## config.mk

```make
export PLATFORM = sky130hd
export DESIGN_NAME = pkt_gen_multi_flat
export DESIGN_NICKNAME = d
export VERILOG_FILES = /design/src/rtl/pkt_gen_multi_if.sv /design/src/rtl/pkt_gen_multi.sv /design/src/flat_wrapper.sv
export SDC_FILE = /design/constraint.sdc
export NUM_CORES = 1
export LEC_CHECK = 0
export BUFFER_PORTS_ARGS = -buffer_cell sky130_fd_sc_hd__buf_4
export CAP_MARGIN = 20
export CORE_AREA = 2 2 69 71
export CTS_CLUSTER_DIAMETER = 80
export CTS_CLUSTER_SIZE = 14
export DETAILED_ROUTE_END_ITERATION = 10
export DIE_AREA = 0 0 71 73
export HOLD_SLACK_MARGIN = 0.05
export PLACE_DENSITY = 0.78
export SYNTH_ARGS = -nofsm -noshare
export SYNTH_HDL_FRONTEND = slang
export SYNTH_SLANG_ARGS = --single-unit
```

## constraint.sdc

```tcl
create_clock -name clk -period 1.7 [get_ports clk]
set_input_delay 0.425 -clock clk [delete_from_list [all_inputs] [get_ports clk]]
set_output_delay 0.425 -clock clk [all_outputs]
set_load 0.05 [all_outputs]
```

## src/rtl/pkt_gen_multi_if.sv

```systemverilog
// Beat stream from the packet generator towards the router fabric.
interface pkt_gen_multi_if #(
    parameter int DATA_W = 8,
    parameter int DEST_W = 2
);
    logic              valid;
    logic              ready;
    logic [DEST_W-1:0] dest_addr;
    logic [1:0]        packet_type;
    logic [DATA_W-1:0] payload;
    logic              sop;
    logic              eop;

    modport master (
        output valid, dest_addr, packet_type, payload, sop, eop,
        input  ready
    );

    modport slave (
        input  valid, dest_addr, packet_type, payload, sop, eop,
        output ready
    );
endinterface

```

## src/rtl/pkt_gen_multi.sv

```systemverilog
// Multi-beat packet generator: programmable length, count, destination
// mode and type, with an optional idle gap between packets.
module pkt_gen_multi #(
    parameter int DATA_W = 8,
    parameter int N_DEST = 4,
    parameter int LEN_W  = 4,
    parameter int CNT_W  = 8,
    parameter int GAP    = 0,
    localparam int DEST_W = $clog2(N_DEST)
) (
    input  logic              clk,
    input  logic              reset,
    input  logic              start,
    input  logic              abort,
    input  logic [LEN_W-1:0]  cfg_len,
    input  logic [CNT_W-1:0]  cfg_num_pkts,
    input  logic              cfg_rr,
    input  logic [DEST_W-1:0] cfg_dest,
    input  logic [1:0]        cfg_type,
    pkt_gen_multi_if.master   st,
    output logic              busy,
    output logic              done,
    output logic [CNT_W-1:0]  pkt_count
);
    localparam int GW = (GAP > 1) ? $clog2(GAP) : 1;
    localparam logic [GW-1:0] GAP_LAST = GW'((GAP > 0) ? GAP - 1 : 0);
    localparam logic [DEST_W:0] N_DEST_L = (DEST_W + 1)'(N_DEST);
    localparam logic [DEST_W-1:0] DEST_LAST = DEST_W'(N_DEST - 1);

    typedef enum logic [1:0] {
        S_IDLE,
        S_SEND,
        S_GAP
    } state_e;

    state_e            state_q, state_d;
    logic [LEN_W-1:0]  len_q, len_d;
    logic [LEN_W-1:0]  beat_q, beat_d;
    logic [CNT_W-1:0]  num_q, num_d;
    logic [CNT_W-1:0]  cnt_q, cnt_d;
    logic              rr_q, rr_d;
    logic [DEST_W-1:0] dest_q, dest_d;
    logic [1:0]        type_q, type_d;
    logic [DATA_W-1:0] payload_q, payload_d;
    logic              abort_q, abort_d;
    logic [GW-1:0]     gap_q, gap_d;
    logic              done_q, done_d;

    logic              last_beat;
    logic              abort_pend;
    logic [CNT_W-1:0]  cnt_inc;

    assign last_beat  = (beat_q == len_q);
    assign abort_pend = abort_q | abort;
    assign cnt_inc    = cnt_q + CNT_W'(1);

    always_comb begin
        state_d   = state_q;
        len_d     = len_q;
        beat_d    = beat_q;
        num_d     = num_q;
        cnt_d     = cnt_q;
        rr_d      = rr_q;
        dest_d    = dest_q;
        type_d    = type_q;
        payload_d = payload_q;
        abort_d   = abort_q;
        gap_d     = gap_q;
        done_d    = 1'b0;
        unique case (state_q)
            S_IDLE: begin
                if (start) begin
                    len_d     = cfg_len;
                    num_d     = cfg_num_pkts;
                    rr_d      = cfg_rr;
                    type_d    = cfg_type;
                    dest_d    = ({1'b0, cfg_dest} >= N_DEST_L) ? '0 : cfg_dest;
                    beat_d    = '0;
                    cnt_d     = '0;
                    payload_d = '0;
                    abort_d   = abort;
                    state_d   = S_SEND;
                end
            end
            S_SEND: begin
                abort_d = abort_pend;
                if (st.ready) begin
                    payload_d = payload_q + DATA_W'(1);
                    if (last_beat) begin
                        beat_d = '0;
                        cnt_d  = cnt_inc;
                        if (rr_q)
                            dest_d = (dest_q == DEST_LAST) ? '0 : dest_q + DEST_W'(1);
                        if (((num_q != '0) && (cnt_inc == num_q)) || abort_pend) begin
                            state_d = S_IDLE;
                            done_d  = 1'b1;
                        end else if (GAP > 0) begin
                            state_d = S_GAP;
                            gap_d   = '0;
                        end
                    end else begin
                        beat_d = beat_q + LEN_W'(1);
                    end
                end
            end
            S_GAP: begin
                abort_d = abort_pend;
                if (abort_pend) begin
                    state_d = S_IDLE;
                    done_d  = 1'b1;
                end else if (gap_q == GAP_LAST) begin
                    state_d = S_SEND;
                end else begin
                    gap_d = gap_q + GW'(1);
                end
            end
            default: state_d = S_IDLE;
        endcase
    end

    always_ff @(posedge clk or negedge reset) begin
        if (!reset) begin
            state_q   <= S_IDLE;
            len_q     <= '0;
            beat_q    <= '0;
            num_q     <= '0;
            cnt_q     <= '0;
            rr_q      <= 1'b0;
            dest_q    <= '0;
            type_q    <= '0;
            payload_q <= '0;
            abort_q   <= 1'b0;
            gap_q     <= '0;
            done_q    <= 1'b0;
        end else begin
            state_q   <= state_d;
            len_q     <= len_d;
            beat_q    <= beat_d;
            num_q     <= num_d;
            cnt_q     <= cnt_d;
            rr_q      <= rr_d;
            dest_q    <= dest_d;
            type_q    <= type_d;
            payload_q <= payload_d;
            abort_q   <= abort_d;
            gap_q     <= gap_d;
            done_q    <= done_d;
        end
    end

    assign st.valid       = (state_q == S_SEND);
    assign st.sop         = st.valid && (beat_q == '0);
    assign st.eop         = st.valid && last_beat;
    assign st.dest_addr   = dest_q;
    assign st.packet_type = type_q;
    assign st.payload     = payload_q;
    assign busy           = (state_q != S_IDLE);
    assign done           = done_q;
    assign pkt_count      = cnt_q;
endmodule
```

## src/flat_wrapper.sv

```systemverilog
// flat-port wrapper written by rule: the top's interface ports become plain ports
module pkt_gen_multi_flat 
#(
    parameter int DATA_W = 8,
    parameter int N_DEST = 4,
    parameter int LEN_W  = 4,
    parameter int CNT_W  = 8,
    parameter int GAP    = 0,
    localparam int DEST_W = $clog2(N_DEST)
)
  (clk, reset, start, abort, cfg_len, cfg_num_pkts, cfg_rr, cfg_dest, cfg_type, busy, done, pkt_count, st_valid, st_dest_addr, st_packet_type, st_payload, st_sop, st_eop, st_ready);
  pkt_gen_multi_if #(.DATA_W(DATA_W)) st_i ();
  input  logic clk;
  input  logic reset;
  input  logic start;
  input  logic abort;
  input  logic [LEN_W-1:0] cfg_len;
  input  logic [CNT_W-1:0] cfg_num_pkts;
  input  logic cfg_rr;
  input  logic [DEST_W-1:0] cfg_dest;
  input  logic [1:0] cfg_type;
  output logic busy;
  output logic done;
  output logic [CNT_W-1:0] pkt_count;
  output wire logic [$bits(st_i.valid)-1:0] st_valid;
  output wire logic [$bits(st_i.dest_addr)-1:0] st_dest_addr;
  output wire logic [$bits(st_i.packet_type)-1:0] st_packet_type;
  output wire logic [$bits(st_i.payload)-1:0] st_payload;
  output wire logic [$bits(st_i.sop)-1:0] st_sop;
  output wire logic [$bits(st_i.eop)-1:0] st_eop;
  input wire logic [$bits(st_i.ready)-1:0] st_ready;
  assign st_valid = st_i.valid;
  assign st_dest_addr = st_i.dest_addr;
  assign st_packet_type = st_i.packet_type;
  assign st_payload = st_i.payload;
  assign st_sop = st_i.sop;
  assign st_eop = st_i.eop;
  assign st_i.ready = st_ready;
  pkt_gen_multi #(.DATA_W(DATA_W), .N_DEST(N_DEST), .LEN_W(LEN_W), .CNT_W(CNT_W), .GAP(GAP)) u_core (.clk(clk), .reset(reset), .start(start), .abort(abort), .cfg_len(cfg_len), .cfg_num_pkts(cfg_num_pkts), .cfg_rr(cfg_rr), .cfg_dest(cfg_dest), .cfg_type(cfg_type), .st(st_i), .busy(busy), .done(done), .pkt_count(pkt_count));
endmodule
```

[Yosys cells after proc, flatten, opt, wreduce, memory -nomap -nowiden]
Cells that the tools add are included.
Operators by class
  $add $sub $neg: 5
  equal/unequal tests: 11
  mux-type cells: 31
  bitwise gates (word level): 2
  reductions and logical operators: 18
Operator list (count)
  2-to-1 mux 8 bit: 4
  case mux 8 bit (2 select lines): 2
  2-to-1 mux 2 bit: 11
  adder 8 x 1 -> 8 bit, second input constant: 2
  2-to-1 mux 4 bit: 3
  != test 2 bit, second input constant: 5
  AND reduction 5 bit: 2
  == test 8 bit: 1
  case mux 4 bit (2 select lines): 1
  nonzero test 8 bit: 1
  2-to-1 mux 1 bit: 6
  case mux 2 bit (3 select lines): 1
  AND reduction 2 bit: 3
  nonzero test 2 bit: 3
  adder 4 x 1 -> 4 bit, second input constant: 1
  == test 2 bit, second input constant: 2
  == test 4 bit: 1
  zero test 4 bit: 1
  case mux 1 bit (2 select lines): 2
  case mux 2 bit (2 select lines): 1
  AND reduction 4 bit: 1
  logical AND 1 bit: 3
  != test 3 bit, second input constant: 1
  AND reduction 3 bit: 1
  8 further kinds: 8
Word-level totals
  bits in registers: 42
  bits of input ports: 22
  output and inout bits: 25
  logic and storage cells: 79

[Depth between registers and ports, before layout]
  depth after elaboration: 8
  depth in mapped cells: 6
  depth with buffers taken out: 6

[Worst setup path after synthesis]
Ideal clock, no wire load.
  path type: reg-to-output
  start point: register u_core.state_q[0]
  end point: output port st_sop
  data arrival time: 1.847 ns
  path slack: -0.572 ns
  cell stages (with the launch flop): 3
  buffers on the path: 0
  cells stage by stage: dfrtp_1 nand2_1 nor3_1
Between the ends
  longest elaborated chain between the ends: 2
RTL lines
  from (decl): line pkt_gen_multi.sv:36  | state_e state_q, state_d;
  from (signal assigned): line pkt_gen_multi.sv:136  | state_q <= state_d;
  == test 2 x 1 -> 1 bit: line pkt_gen_multi.sv:151  | assign st.valid = (state_q == S_SEND);
  logical AND 1 bit: line pkt_gen_multi.sv:152  | assign st.sop = st.valid && (beat_q == '0);
  to (decl): line flat_wrapper.sv:29  | output wire logic [$bits(st_i.sop)-1:0] st_sop;
No other way between the ends.

[Final worst setup path]
  start point: register u_core.beat_q[1]
  end point: output port st_sop
Between the ends
  longest elaborated chain between the ends: 2
RTL lines
  from (decl): line pkt_gen_multi.sv:38  | logic [LEN_W-1:0] beat_q, beat_d;
  from (signal assigned): line pkt_gen_multi.sv:138  | beat_q <= beat_d;
  zero test 4 bit: line pkt_gen_multi.sv:152
  logical AND 1 bit: line pkt_gen_multi.sv:152
No other way between the ends.

==> metrics.txt <==
status finished with violations; failing checks negative setup slack; DR vias/cell ~5.6; most frequent cell after synthesis nand2_1; grt met2 use 0.332; CP most frequent cell buf_6; die height around 73 µm; clock buffer count from CTS 5; global-route total usage across every layer 0.202; Max Fclk approximately 540 MHz; relative slew slack 0.668; Total Power 4.78 mW; Switching Fraction 0.457; clk root buf clkbuf_8; Util after Layout 0.611; final wirelength ~5000 µm; slowest CP cell dfrtp_1; average size of a mapped cell 9.18 µm²; Clk Latency, worst-skew pair 0.30 ns; initial core utilization 0.453; GRT met1 Usage 0.260; RSZ-0062 raised after global routing true; Clock Power Share 0.129; nets ~310; first-pass GRT wire length 8230 µm; Setup Skew approximately 0.019 ns; CP Class reg2out; Crit Path Max Fanout 2; Hold Vio Cnt, Final 0; cell count after synthesis about 220; Leakage approximately 1.3 nW; DRT Pass-1 Iters 4; Synth top cells by count nand2_1 (64), dfrtp_1 (40), o21ai_0 (18), xnor2_1 (10); dominant synthesized flop cell dfrtp_1; I/O pin cnt 47; proportion of netlist area held by the largest area contributor 0.487; Seq cells post-synth 40; DP Area between 0.002 and 0.003 mm²; initial antenna violation count 0; worst path arrival time about 1.4 ns; asr flop ratio synth 1.00; Worst-path clk slew approximately 0.090 ns; CTS max path bufs 2; largest cells by area after synthesis dfrtp_1 (49%), nand2_1 (12%), o21ai_0 (4.4%), xnor2_1 (4.3%), ha_1 (3.0%); Synth cell types 41; antenna-violating nets left 0; Initial DRC Count 126; met3 GRT Util 0.0401; final setup TNS -0.248 ns; vias in the first global route approximately 1.7k; internal power ~2.6 mW; max-cap violations 0; grt total ovfl 0; register area share after synthesis 0.487; die span in x roughly 70 µm; die area between 0.005 and 0.006 mm²; H-tree levels 2; global route hottest layer met2; synthesis-to-layout area growth 34.8%; Tmin final 1.84 ns; ant diodes 0; syn nets 251; Worst-Margin Slew slightly below 0.5 ns; critical path's largest stage delay around 0.42 ns; Sw Pwr 2.18 mW; DP Wirelength around 3500 µm; Startpoint Class flop; pwr dens between 1500 and 2000 mW/mm²; Crit path required time ~1.3 ns; Final Max Tran Viols 0; DR vias between 1.5k and 2k; synth warn 0; Seq pwr share 0.344; Worst setup EP type output pin; TritonCTS clock tree done; pin count of the biggest net entering global routing between 40 and 50; GP Congestion between 0.8 and 0.9; number of synthesized flops with an enable pin 0; Clock Sinks 40; R2R depth 6; Worst VDD drop 0.797 mV; WL/cell ~15 µm; Port Buffers 46; total core area about 0.0045 mm²; Netlist Area Pre-Place between 0.002 and 0.0025 mm²; share of cells above drive strength 1 0.341; Reg2Reg Setup Slack 0 ns; Hold Slack 0.0849 ns; Hold WC Path Type in2async; worst-path cell chain buf_6 > inv_4 > ha_4 > nand2_4 > nor3_4 > buf_6; Rows 25; drt drc 0; Synth area leader dfrtp_1; fin crit share 1.08; final worst slack -0.141 ns; final setup fails 3; Comb power frac 0.528; final instance area roughly 0.0028 mm²
-- per-stage QoR --
stage	worst slack, ns	std cells
floorplan	0.00803	224
global placement	0.0551	329
detailed placement	0.0487	329
CTS	-0.162	339
global route	-0.180	341
finish	-0.141	341
-- per-layer routing --
metal	vias to the layer above	part of all wire
met1	914	0.42
li1	907	-
met5	-	0
met4	0	0.018
met2	80	0.49
met3	10	0.069
-- power groups by stage --
| stage | sequential (mW) | clock, mW | combinational [mW] |
|---|---|---|---|
| after global routing | 1.69 | 0.662 | 2.70 |
| final | 1.64 | 0.615 | 2.52 |
| after floorplan | 2.04 | 0 | 1.10 |
| after CTS | 1.64 | 0.626 | 2.41 |
| after detailed placement | 1.63 | 0 | 2.22 |
| after global placement | 1.62 | 0 | 2.18 |
-- cell usage in the layout, fill, tap and decap left out, types with 3 or more instances in the layout --
cell / n
nand2_1: 62
buf_4: 58
dfrtp_1: 34
o21ai_0: 18
nor3_1: 7
nor2_1: 7
xnor2_1: 6
xor2_1: 6
nand3_1: 6
dfrtp_2: 6
clkbuf_8: 5
xnor2_2: 4
a21oi_1: 4
nand4_1: 4
mux2i_1: 4
o31ai_1: 4
buf_6: 4
o22ai_1: 3
ha_1: 3
-- final timing paths --
path | startpoint | to
worst max-delay path | u_core.beat_q[1] | st_sop
worst min-delay path | reset | u_core.pkt_count[0]
worst max register to register | u_core.pkt_count[1] | u_core.done
worst min register to register | u_core.st.payload[7] | u_core.st.payload[7]
max in group asynchronous | reset | u_core.state_q[0]
min in group clk | cfg_num_pkts[2] | u_core.num_q[2]
-- final cells by class --
cell class / count / area, µm²
clock buffer: 7 / 76.3
clock inverter: 1 / 5.00
fill: 386 / 1760
inverter: 4 / 20.0
multi-input combinational: 173 / 1110
sequential: 40 / 1010
tap: 54 / 67.6
timing repair buffer: 62 / 480
-- cell families (layout without fill, tap and decap cells) --
family,Yosys count,after routing,share of synthesized area
AND/OR/NAND/NOR,106,106,0.246
AO/OA/AOI/OAI,42,42,0.126
flip-flops,40,40,0.487
XOR/XNOR,16,16,0.0682
buffers and inverters,11,74,0.0231
adder cells (fa/ha/maj),5,5,0.0304
multiplexers,4,4,0.0195
-- registers in the layout, summed over array words and instances, names as in the netlist --
| name | count |
|---|---|
| u_core.st.packet_type | 2 |
| u_core.rr_q | 1 |
| u_core.st.payload | 8 |
| u_core.abort_q | 1 |
| u_core.beat_q | 4 |
| u_core.len_q | 4 |
| u_core.done | 1 |
| u_core.st.dest_addr | 2 |
| u_core.state_q | 1 |
| u_core.num_q | 8 |
| u_core.pkt_count | 8 |
-- worst max-delay path, delay by kind of cell, from the launching register on --
| kind | cells | cell delay (ns) |
|---|---|---|
| fa+ha+maj | 1 | 0.14 |
| buf+inv | 3 | 0.37 |
| flops | 1 | 0.42 |
| simple gates | 2 | 0.18 |
-- repair_timing --
action	CTS	global route
gates cloned	0	0
pin swaps	5	7
buffers inserted	2	2
resized for setup	16	6
hold buffers	0	0
setup endpoints to repair	2	12
No activity file was read; power rests on OpenSTA's default activity.
